## src/rtl/uio_port_arbiter.sv

```systemverilog
// uio_port_arbiter: round-robin owner arbitration of the shared 8-bit uio pad bus between requesters A and B.
// Latency: grant registered one edge after a request seen in IDLE; TURN_CYC dead cycles between owners; din lags uio_in by 1.
// Backpressure: level requests, no queueing; ena low forces release; UIO_ARB_PREEMPT_EN adds hold-limit preemption.
module uio_port_arbiter #(
    parameter int HOLD_MAX = 16,
    parameter int TURN_CYC = 1
) (
    input  logic       clk,
    input  logic       rst_n,
    input  logic       ena,
    input  logic       req_a,
    input  logic       req_b,
    input  logic       dir_a,
    input  logic       dir_b,
    input  logic [7:0] dout_a,
    input  logic [7:0] dout_b,
    input  logic [7:0] uio_in,
    output logic       gnt_a,
    output logic       gnt_b,
    output logic [7:0] uio_out,
    output logic [7:0] uio_oe,
    output logic [7:0] din,
    output logic       din_vld,
    output logic       busy
);

    typedef enum logic [1:0] {
        IDLE    = 2'd0,
        GRANT_A = 2'd1,
        GRANT_B = 2'd2,
        TURN    = 2'd3
    } state_t;

    localparam logic [2:0] TURN_LIM = 3'(TURN_CYC);

    // Out-of-range parameters would break the counter widths below.
    if (HOLD_MAX < 2 || HOLD_MAX > 255 || TURN_CYC < 1 || TURN_CYC > 7) begin : g_bad_param
        $error("uio_port_arbiter: HOLD_MAX must be 2..255 and TURN_CYC 1..7");
    end

    state_t     state_q, state_d;
    logic       last_b_q, last_b_d;   // 1 = B was the most recent owner
    logic       dir_q, dir_d;         // direction latched at grant time
    logic [2:0] turn_q, turn_d;
    logic [7:0] din_q;
    logic       din_vld_q;
    logic       preempt_a;
    logic       preempt_b;
    logic       granted;

`ifdef UIO_ARB_PREEMPT_EN
    localparam logic [7:0] HOLD_LIM = 8'(HOLD_MAX);

    logic [7:0] cnt_q, cnt_d;

    // Owner is forced off once it has held the bus HOLD_MAX cycles while the other side waits.
    assign preempt_a = (cnt_q == HOLD_LIM) && req_b;
    assign preempt_b = (cnt_q == HOLD_LIM) && req_a;

    // Hold counter register.
    always_ff @(posedge clk or negedge rst_n) begin
        if (!rst_n) begin
            cnt_q <= 8'd0;
        end else begin
            cnt_q <= cnt_d;
        end
    end
`else
    // Without preemption an owner keeps the bus until it releases or ena falls.
    assign preempt_a = 1'b0;
    assign preempt_b = 1'b0;
`endif

    // Next-state logic: arbitration, release/preemption and turnaround timing.
    always_comb begin
        state_d  = state_q;
        last_b_d = last_b_q;
        dir_d    = dir_q;
        turn_d   = turn_q;
`ifdef UIO_ARB_PREEMPT_EN
        cnt_d    = cnt_q;
`endif
        if (!ena) begin
            // Disable releases straight to IDLE; no turnaround needed because oe is already off.
            state_d = IDLE;
            turn_d  = 3'd0;
`ifdef UIO_ARB_PREEMPT_EN
            cnt_d   = 8'd0;
`endif
        end else begin
            case (state_q)
                IDLE: begin
                    // A wins a tie only if B was served last.
                    if (req_a && (!req_b || last_b_q)) begin
                        state_d  = GRANT_A;
                        last_b_d = 1'b0;
                        dir_d    = dir_a;
`ifdef UIO_ARB_PREEMPT_EN
                        cnt_d    = 8'd1;
`endif
                    end else if (req_b) begin
                        state_d  = GRANT_B;
                        last_b_d = 1'b1;
                        dir_d    = dir_b;
`ifdef UIO_ARB_PREEMPT_EN
                        cnt_d    = 8'd1;
`endif
                    end
                end
                GRANT_A: begin
                    if (!req_a || preempt_a) begin
                        state_d = TURN;
                        turn_d  = 3'd1;
`ifdef UIO_ARB_PREEMPT_EN
                        cnt_d   = 8'd0;
                    end else if (cnt_q != HOLD_LIM) begin
                        cnt_d   = cnt_q + 8'd1;
`endif
                    end
                end
                GRANT_B: begin
                    if (!req_b || preempt_b) begin
                        state_d = TURN;
                        turn_d  = 3'd1;
`ifdef UIO_ARB_PREEMPT_EN
                        cnt_d   = 8'd0;
                    end else if (cnt_q != HOLD_LIM) begin
                        cnt_d   = cnt_q + 8'd1;
`endif
                    end
                end
                TURN: begin
                    // Requests are ignored here; the next owner is picked from IDLE.
                    if (turn_q >= TURN_LIM) begin
                        state_d = IDLE;
                        turn_d  = 3'd0;
                    end else begin
                        turn_d  = turn_q + 3'd1;
                    end
                end
                default: state_d = IDLE;
            endcase
        end
    end

    // State, pointer, direction and turnaround registers.
    always_ff @(posedge clk or negedge rst_n) begin
        if (!rst_n) begin
            state_q  <= IDLE;
            last_b_q <= 1'b1;
            dir_q    <= 1'b0;
            turn_q   <= 3'd0;
        end else begin
            state_q  <= state_d;
            last_b_q <= last_b_d;
            dir_q    <= dir_d;
            turn_q   <= turn_d;
        end
    end

    assign granted = (state_q == GRANT_A) || (state_q == GRANT_B);

    // Sample the pads every cycle of a sampling grant; din_vld marks the refreshed value.
    always_ff @(posedge clk or negedge rst_n) begin
        if (!rst_n) begin
            din_q     <= 8'd0;
            din_vld_q <= 1'b0;
        end else if (granted && !dir_q) begin
            din_q     <= uio_in;
            din_vld_q <= 1'b1;
        end else begin
            din_vld_q <= 1'b0;
        end
    end

    // Pad drive is combinational from state so ena can kill the enables in the same cycle.
    always_comb begin
        uio_oe  = 8'h00;
        uio_out = 8'h00;
        if (granted && dir_q && ena) begin
            uio_oe  = 8'hFF;
            uio_out = (state_q == GRANT_A) ? dout_a : dout_b;
        end
    end

    assign gnt_a   = (state_q == GRANT_A);
    assign gnt_b   = (state_q == GRANT_B);
    assign busy    = (state_q != IDLE);
    assign din     = din_q;
    assign din_vld = din_vld_q;

endmodule

```

## config.mk

```make
export PLATFORM = sky130hd
export DESIGN_NAME = uio_port_arbiter
export DESIGN_NICKNAME = d
export VERILOG_FILES = /design/src/rtl/uio_port_arbiter.sv
export SDC_FILE = /design/constraint.sdc
export NUM_CORES = 1
export LEC_CHECK = 0
export BUFFER_PORTS_ARGS = -buffer_cell sky130_fd_sc_hd__buf_2
export CELL_PAD_IN_SITES_DETAIL_PLACEMENT = 0
export CELL_PAD_IN_SITES_GLOBAL_PLACEMENT = 1
export CORE_MARGIN = 2
export CORE_UTILIZATION = 28
export CTS_CLUSTER_SIZE = 30
export DETAILED_ROUTE_END_ITERATION = 16
export HOLD_SLACK_MARGIN = 0.08
export PLACE_DENSITY_LB_ADDON = 0.25
export SLEW_MARGIN = 20
export SYNTH_ARGS = -nofsm -noshare
export SYNTH_HDL_FRONTEND = slang
export SYNTH_SLANG_ARGS = --single-unit
```

## constraint.sdc

```tcl
create_clock -name clk -period 1.5 [get_ports clk]
set_input_delay 0.15 -clock clk [delete_from_list [all_inputs] [get_ports clk]]
set_output_delay 0.15 -clock clk [all_outputs]
set_load 0.1 [all_outputs]
```

-- Word level (Yosys, flattened, before mapping)
Cells that the tools add are included.
- flip-flop bits (word level): 16
- output and inout port bits: 28
- word-level logic and storage cells: 50
- add/subtract/negate cells: 1
- $lt $le $gt $ge: 1
- equality and inequality tests: 8
- mux-type cells: 20
- reductions and logical operators: 14
- operators with widths (kind ; count):
    $mux W8 ; 3
    $mux W2 ; 6
    $mux W3 ; 4
    $ne A3 B3 Y1 const B ; 3
    $pmux W3 S3 ; 1
    $pmux W2 S4 ; 1
    $reduce_and A3 Y1 ; 2
    $mux W1 ; 5
    $eq A2 B2 Y1 const B ; 2
    $logic_and A1 B1 Y1 ; 4
    $ne A4 B1 Y1 const B ; 1
    $ne A4 B4 Y1 const B ; 1
    $reduce_and A4 Y1 ; 1
    $reduce_bool A2 Y1 ; 2
    $add A3 B1 Y3 const B ; 1
    $ge A3 B1 Y1 const B ; 1
    $eq A2 B1 Y1 const B ; 1
    $logic_not A1 Y1 ; 2
    $logic_not A2 Y1 ; 1
    $logic_or A1 B1 Y1 ; 2

-- Longest topological paths before layout
Gate-level depths: netlist of run 1.
- word-level depth: 6
- gate-level depth with buffers: 7
- mapped depth without buffers: 6

-- Least setup slack after synthesis of run 1
No wires, ideal clock.
- path kind: register to output
- from: reg state_q[1]
- to: out uio_out[0]
- data arrival time: 2.907 ns
- data required time: 1.350 ns
- slack: -1.557 ns
- stages on the path, launching flop included: 6
- path buffers: 1
- cell sequence: dfrtp_1 -> inv_1 -> ha_1 -> buf_6 -> mux2i_1 -> nor2_1
- longest elaborated chain between the ends: 5
- RTL lines (element ; line ; RTL):
    start: declaration ; 41 ; state_t state_q, state_d;
    start signal: assignment ; 154 ; state_q <= state_d;
    $eq A2 B1 Y1 (*) ; -- ;
    via gnt_a ; 18 ; output logic gnt_a,
    $logic_or A1 B1 Y1 ; 161 ; assign granted = (state_q == GRANT_A) || (state_q == GRANT_B);
    $logic_and A1 B1 Y1 (2 in a row) ; 180 ; if (granted && dir_q && ena) begin
    $mux W8 (*) ; 180 ;
    end: declaration ; 20 ; output logic [7:0] uio_out,
The timed path passes the listed nets; every way through them passes the cells marked *.

-- Worst setup path in the final report of run 1
- from: reg state_q[0]
- to: out uio_out[3]
- longest elaborated chain between the ends: 5
- RTL lines (element ; line):
    $eq A2 B1 Y1 or $eq A2 B2 Y1 (tied branches) ; 161, 182
    $logic_or A1 B1 Y1 ; 161
    $logic_and A1 B1 Y1 (2 in a row) ; 180
    $mux W8 (*) ; 180
Mark *: on every way between the ends. The rest lies on a longest branch, timed or not.

==> flow_summary.json, run 1 <==
{
  "critPathKind": "flip-flop to primary output",
  "setup_viol": 30,
  "hold_violations": 0,
  "drt_iter0_drc": 10,
  "hold_start": "uio_in[4]",
  "cp_slowest_cell": "dfrtp_2",
  "slowest_delay_ps": 440,
  "period_share": 1.21,
  "antenna_found_initial": 0,
  "start_util": 0.295,
  "cts_sinks": 16,
  "ys_seq_elements": 16,
  "synth_nets": 130,
  "buffer_ports.inserted": 58,
  "violations": "negative setup slack",
  "peakVddDrop_uv": 1890,
  "cp_data_arrival_time_ps": 1660,
  "ant_nets": 0,
  "async_flop_share": 1.00,
  "clk_pin_slew_ps": 90,
  "start_kind": "flip-flop",
  "tightest_slew_ps": 488,
  "ioPinCount": 59,
  "endpoint_kind": "primary output",
  "diodes": 0,
  "p_leak_uw": 0.000956,
  "detailedPlace.worstSlack_ps": -148,
  "grt_first_pass_wirelength_mm": 4.64,
  "rows": 21,
  "clock.fmax_mhz": 553,
  "cp_max_fo": 6,
  "critPathRequiredTime_ps": 1350,
  "wirelength_mm": 2.81,
  "grt_overflow": 0,
  "finalSetupTns_ps": -5640,
  "period_needed_ps": 1810,
  "yosysWarnings": 0,
  "grt_max_degree": 17,
  "drv_cap": 0,
  "timing.final.ws_setup_ps": -309,
  "yosysTopAreaCellShare": 0.375,
  "startpoint": "state_q[0]",
  "dp_hpwl_mm": 2.11,
  "grt_pass1_vias": 1045,
  "viasPerCell": 4.53,
  "synth_most_common_cell": "dfrtp_1",
  "slew_headroom": 0.677,
  "crit_top_cell": "buf_12",
  "fin_area_sq_um": 2120,
  "route.vias.total": 978,
  "p_total_uw": 4970,
  "crit_family": "flip-flops",
  "path_cells": "buf_6, ha_4, buf_12, mux2i_4, nor2_4, buf_12",
  "numCtsBuffers": 3,
  "firstDrtPassIters": 3,
  "final_max_slew_viol_count": 0,
  "status": "complete, but fails checks",
  "htree_levels": 1,
  "ys.flop_type": "dfrtp_1",
  "clock_latency_ps": 280,
  "cp_num_buf_inv": 3,
  "utilization": 0.625,
  "hp-class": "input port to flip-flop",
  "synth_area_sq_um": 1000,
  "area_delta_synth_final_pct": 112,
  "die_y_um": 63.8,
  "core_area_sq_um": 3390,
  "yosys-top-cells-area": "dfrtp_1 (38%), mux2i_1 (10%), mux2_2 (9.0%)",
  "drive_gt1_frac": 0.765,
  "dieArea_sq_um": 4070,
  "ys_seq_area_frac": 0.401,
  "dpl_cell_area_sq_um": 1800,
  "rsz0062_at_grt": "yes",
  "ctsLongestPathBuffers": 2,
  "post-synth-top-area-cell": "dfrtp_1",
  "die_w_um": 63.8,
  "synth_cell_types": 28,
  "synth_edf_count": 0,
  "track_usage": 0.140,
  "r2r-start": "state_q[0]",
  "cts_tree": "done",
  "gp_congestion": 0.736,
  "wl_per_cell_um": 13.0,
  "layout.nets": 209,
  "syn-instance-count": 92,
  "cts-root-buf": "clkbuf_4",
  "drcViolationCount": 0,
  "powerDensity_nw_per_um2": 2350,
  "fillers": 257,
  "synth_common_cells": "dfrtp_1 (15), mux2i_1 (10), mux2_2 (8), nor2_1 (8)",
  "skew_ps": 2.49,
  "syn_avg_cell_area_sq_um": 10.9
}
-- stage by stage --
stage	hold WS, ps	std cells
floorplan	-146	92
global placement	73.6	201
detailed placement	75.3	201
CTS	85.1	214
global route	92.2	216
finish	91.4	216
-- final timing paths --
check                              to  slack (ps)  depth (start not counted)
hold reg to reg                din[5]         510                          1
hold / removal                 din[4]          90                          2
setup reg to reg            turn_q[2]        -210                          7
max in group asynchronous    last_b_q         910                          2
setup / recovery           uio_out[3]        -310                          6
min in group asynchronous      din[3]         290                          2
-- flip-flops by register name, indices dropped and copies added (netlist names) --
register and flops:
din 8, turn_q 3, state_q 2, din_vld 1
dir_q 1, last_b_q 1
-- power breakdown --
group	switching (uW)	internal, uW	leakage (uW)	total [uW]
Combinational	2490	1470	0.000740	3960
Clock	133	148	0.0000210	281
Sequential	112	622	0.000196	734
Total	2730	2240	0.000956	4970
-- cells in the final DEF, fill, tap and decap left out, types with 2 or more instances in the layout --
master and count:
mux2i_4 6, buf_2 39, o21ai_0 2, buf_6 7
mux2_2 3, dfrtp_1 14, nand2b_1 3, mux2_4 5
ha_4 3, a22o_1 2, nor2_4 8, ha_1 3
mux2i_1 2, buf_12 22, clkinvlp_4 2, clkbuf_4 3
nand2_1 4, inv_1 2, mux2i_2 2, buf_4 15
inv_2 2
-- logic make-up (layout without fill, tap and decap cells) --
logic type | count (synthesis) | after routing | synth area share
adder cells (fa/ha/maj) | 7 | 7 | 0.0875
AO/OA/AOI/OAI | 13 | 13 | 0.123
flip-flops | 16 | 16 | 0.401
multiplexers | 18 | 18 | 0.190
AND/OR/NAND/NOR | 22 | 22 | 0.104
buffers and inverters | 16 | 94 | 0.0950
-- cell type report --
class / instances / area [sq um] / share of cell area
repair buffers: 84 / 837 / 0.395
multi-input cells: 60 / 756 / 0.357
flip-flops and latches: 16 / 403 / 0.190
well taps: 46 / 57.6 / 0.0272
clock buffers: 4 / 36.3 / 0.0171
inverters: 6 / 30.0 / 0.0142
-- timing repair --
| item | CTS | global route |
|---|---|---|
| gates resized for setup | 27 | 12 |
| pin swaps | 10 | 2 |
| endpoints found under the hold margin | 16 | 0 |
| gates cloned | 1 | 0 |
| buffers inserted | 7 | 3 |
| hold buffers | 1 | 0 |
| endpoints found under the setup margin | 31 | 32 |
-- routing by layer --
layer,vias up,global-route usage,share of wire
li1,477,-,-
met1,461,0.168,0.38
met2,40,0.262,0.55
met3,0,0.0246,0.066
met4,0,0.0245,0
met5,-,0,0
Power figures use the tool's default switching activity.
==> inputs of run 2 (changes only) <==
--- a/config.mk
+++ b/config.mk
@@ -5,13 +5,13 @@
 export SDC_FILE = /design/constraint.sdc
 export NUM_CORES = 1
 export LEC_CHECK = 0
-export BUFFER_PORTS_ARGS = -buffer_cell sky130_fd_sc_hd__buf_2
 export CELL_PAD_IN_SITES_DETAIL_PLACEMENT = 0
 export CELL_PAD_IN_SITES_GLOBAL_PLACEMENT = 1
 export CORE_MARGIN = 2
-export CORE_UTILIZATION = 28
+export CORE_UTILIZATION = 40
 export CTS_CLUSTER_SIZE = 30
 export DETAILED_ROUTE_END_ITERATION = 16
+export DONT_BUFFER_PORTS = 1
 export HOLD_SLACK_MARGIN = 0.08
 export PLACE_DENSITY_LB_ADDON = 0.25
 export SLEW_MARGIN = 20
==> run 2 against run 1 <==
Against the previous run:
- the run still ends with negative setup slack left
- register-to-register slack worse by 40 ps
- sequential share of layout area up 0.51 points
- utilization increased by 22 points
- non-clock buffer count down 21
- combinational power increased by 4%
- worst setup slack got worse by 19 ps
- largest cell class is now multi-input gates
==> flow_summary.json, run 2 (synthesis gave the netlist of run 1 again) <==
{
  "core_area_sq_um": 2430,
  "grt_overflow": 0,
  "grt_max_degree": 17,
  "slowest_delay_ps": 420,
  "numCtsBuffers": 3,
  "setup_viol": 31,
  "clock.fmax_mhz": 547,
  "powerDensity_nw_per_um2": 2490,
  "cts_sinks": 16,
  "grt_pass1_vias": 992,
  "grt.busiest_layer": "met2",
  "peakVddDrop_uv": 2700,
  "area_delta_synth_final_pct": 106,
  "cts-root-buf": "clkbuf_4",
  "drcViolationCount": 0,
  "hp-class": "input port to flip-flop",
  "critPathKind": "flip-flop to primary output",
  "skew_ps": 6.38,
  "p_leak_uw": 0.000885,
  "wl_per_cell_um": 17.6,
  "track_usage": 0.233,
  "cp_max_fo": 3,
  "grtUsageMet3": 0.0194,
  "dpl_cell_area_sq_um": 1490,
  "grt_util_met1": 0.244,
  "path_cells": "inv_2, ha_4, nand3_4, clkinvlp_4, buf_16",
  "p_total_uw": 5150,
  "ioPinCount": 59,
  "cp_data_arrival_time_ps": 1680,
  "clk_pin_slew_ps": 90,
  "period_needed_ps": 1830,
  "hold_ws_ps": 127,
  "buffer_ports.inserted": 0,
  "final_cell_mix": "buf_4 (26), dfrtp_1 (14), dlygate4sd3_1 (14), buf_12 (14)",
  "diodes": 0,
  "dieArea_sq_um": 2920,
  "violations": "negative setup slack",
  "drive_gt1_frac": 0.651,
  "drt_iter0_drc": 15,
  "detailedPlace.worstSlack_ps": -122,
  "clock_latency_ps": 290,
  "crit_path_end": "uio_oe[3]",
  "endpoint_kind": "primary output",
  "largest_reg_flops": 8,
  "die_w_um": 54.0,
  "final_max_slew_viol_count": 0,
  "start_kind": "flip-flop",
  "timing.final.ws_setup_ps": -327,
  "start_util": 0.412,
  "status": "complete, but fails checks",
  "tightest_slew_ps": 690,
  "critPathRequiredTime_ps": 1350,
  "fin_area_sq_um": 2060,
  "hold_start": "ena",
  "die_y_um": 54.0,
  "r2r-start": "state_q[1]",
  "slew_headroom": 0.539,
  "startpoint": "state_q[0]",
  "r2r_end": "state_q[0]",
  "firstDrtPassIters": 4,
  "grt_first_pass_wirelength_mm": 4.67,
  "fillers": 107,
  "viasPerCell": 5.29,
  "ctsLongestPathBuffers": 2,
  "cts_tree": "done",
  "layout_commonest_cell": "buf_4",
  "use_met2": 0.470,
  "antenna_found_initial": 0,
  "route.vias.total": 947,
  "hold_violations": 0,
  "htree_levels": 1,
  "drv_cap": 0,
  "cp_slowest_cell": "dfrtp_2",
  "rsz0062_at_grt": "yes",
  "gp_congestion": 0.757,
  "layout.nets": 188,
  "reg2reg_slack_ps": -250,
  "rows": 18,
  "wirelength_mm": 3.16,
  "period_share": 1.22,
  "reg2reg_depth": 7,
  "ant_nets": 0
}
[run 2: cell count changes in the layout (fill, tap and decap cells not counted), moves of 2 or more]
cell	before	now
mux2i_2	2	0
mux2_4	5	7
dlygate4sd3_1	1	14
buf_2	39	0
buf_4	15	26
buf_16	0	3
mux2i_4	6	8
mux2_2	3	1
buf_12	22	14
[run 2: metal layers]
layer | routed length, um | vias to the layer above
met2 | 1830 | 38
li1 | - | 435
met3 | 142 | 8
met4 | 71 | 0
met5 | 0 | -
met1 | 1120 | 466
[run 2: report_power, final]
group | switching [uW] | leakage (uW) | internal [uW]
Combinational | 2540 | 0.000668 | 1570
Clock | 144 | 0.0000210 | 148
Sequential | 125 | 0.000196 | 622
Total | 2810 | 0.000885 | 2340
[run 2: layout make-up]
| class | count | area [sq um] | area share |
|---|---|---|---|
| Tap cell | 30 | 37.5 | 0.0182 |
| Clock buffer | 4 | 36.3 | 0.0176 |
| Timing Repair Buffer | 63 | 766 | 0.371 |
| Multi-Input combinational cell | 60 | 792 | 0.384 |
| Sequential cell | 16 | 403 | 0.195 |
| Inverter | 6 | 30.0 | 0.0145 |
[run 2: worst max-delay path: cells and delay by family (launching register included)]
family | cells | cell delay [ps]
flip-flops | 1 | 420
adder cells (fa/ha/maj) | 1 | 290
AND/OR/NAND/NOR | 1 | 90
buffers and inverters | 3 | 580
[run 2: how the worst min path moves through the flow]
stage	endpoint	cells past startpoint
after floorplan	din[0]	0
after global placement	din[4]	0
after detailed placement	din[5]	0
after CTS	dir_q	3
after global routing	turn_q[2]	2
final	turn_q[2]	2
[run 2: repair_timing]
item                                    CTS  global route
resized for setup                        42            14
endpoints found under the setup margin   31            32
pin swaps                                15             3
hold buffers                             14             0
setup buffers                             8             6
gates cloned                              2             0
endpoints found under the hold margin    29             0
[run 2: through the flow]
| step | util | TNS [ps] | cells |
|---|---|---|---|
| global placement | 0.612 | -1020 | 146 |
| CTS | 0.810 | -6780 | 174 |
| global route | 0.849 | -9590 | 179 |
| finish | 0.849 | -7530 | 179 |
| detailed placement | 0.612 | -1990 | 146 |
| floorplan | - | -10250 | 92 |
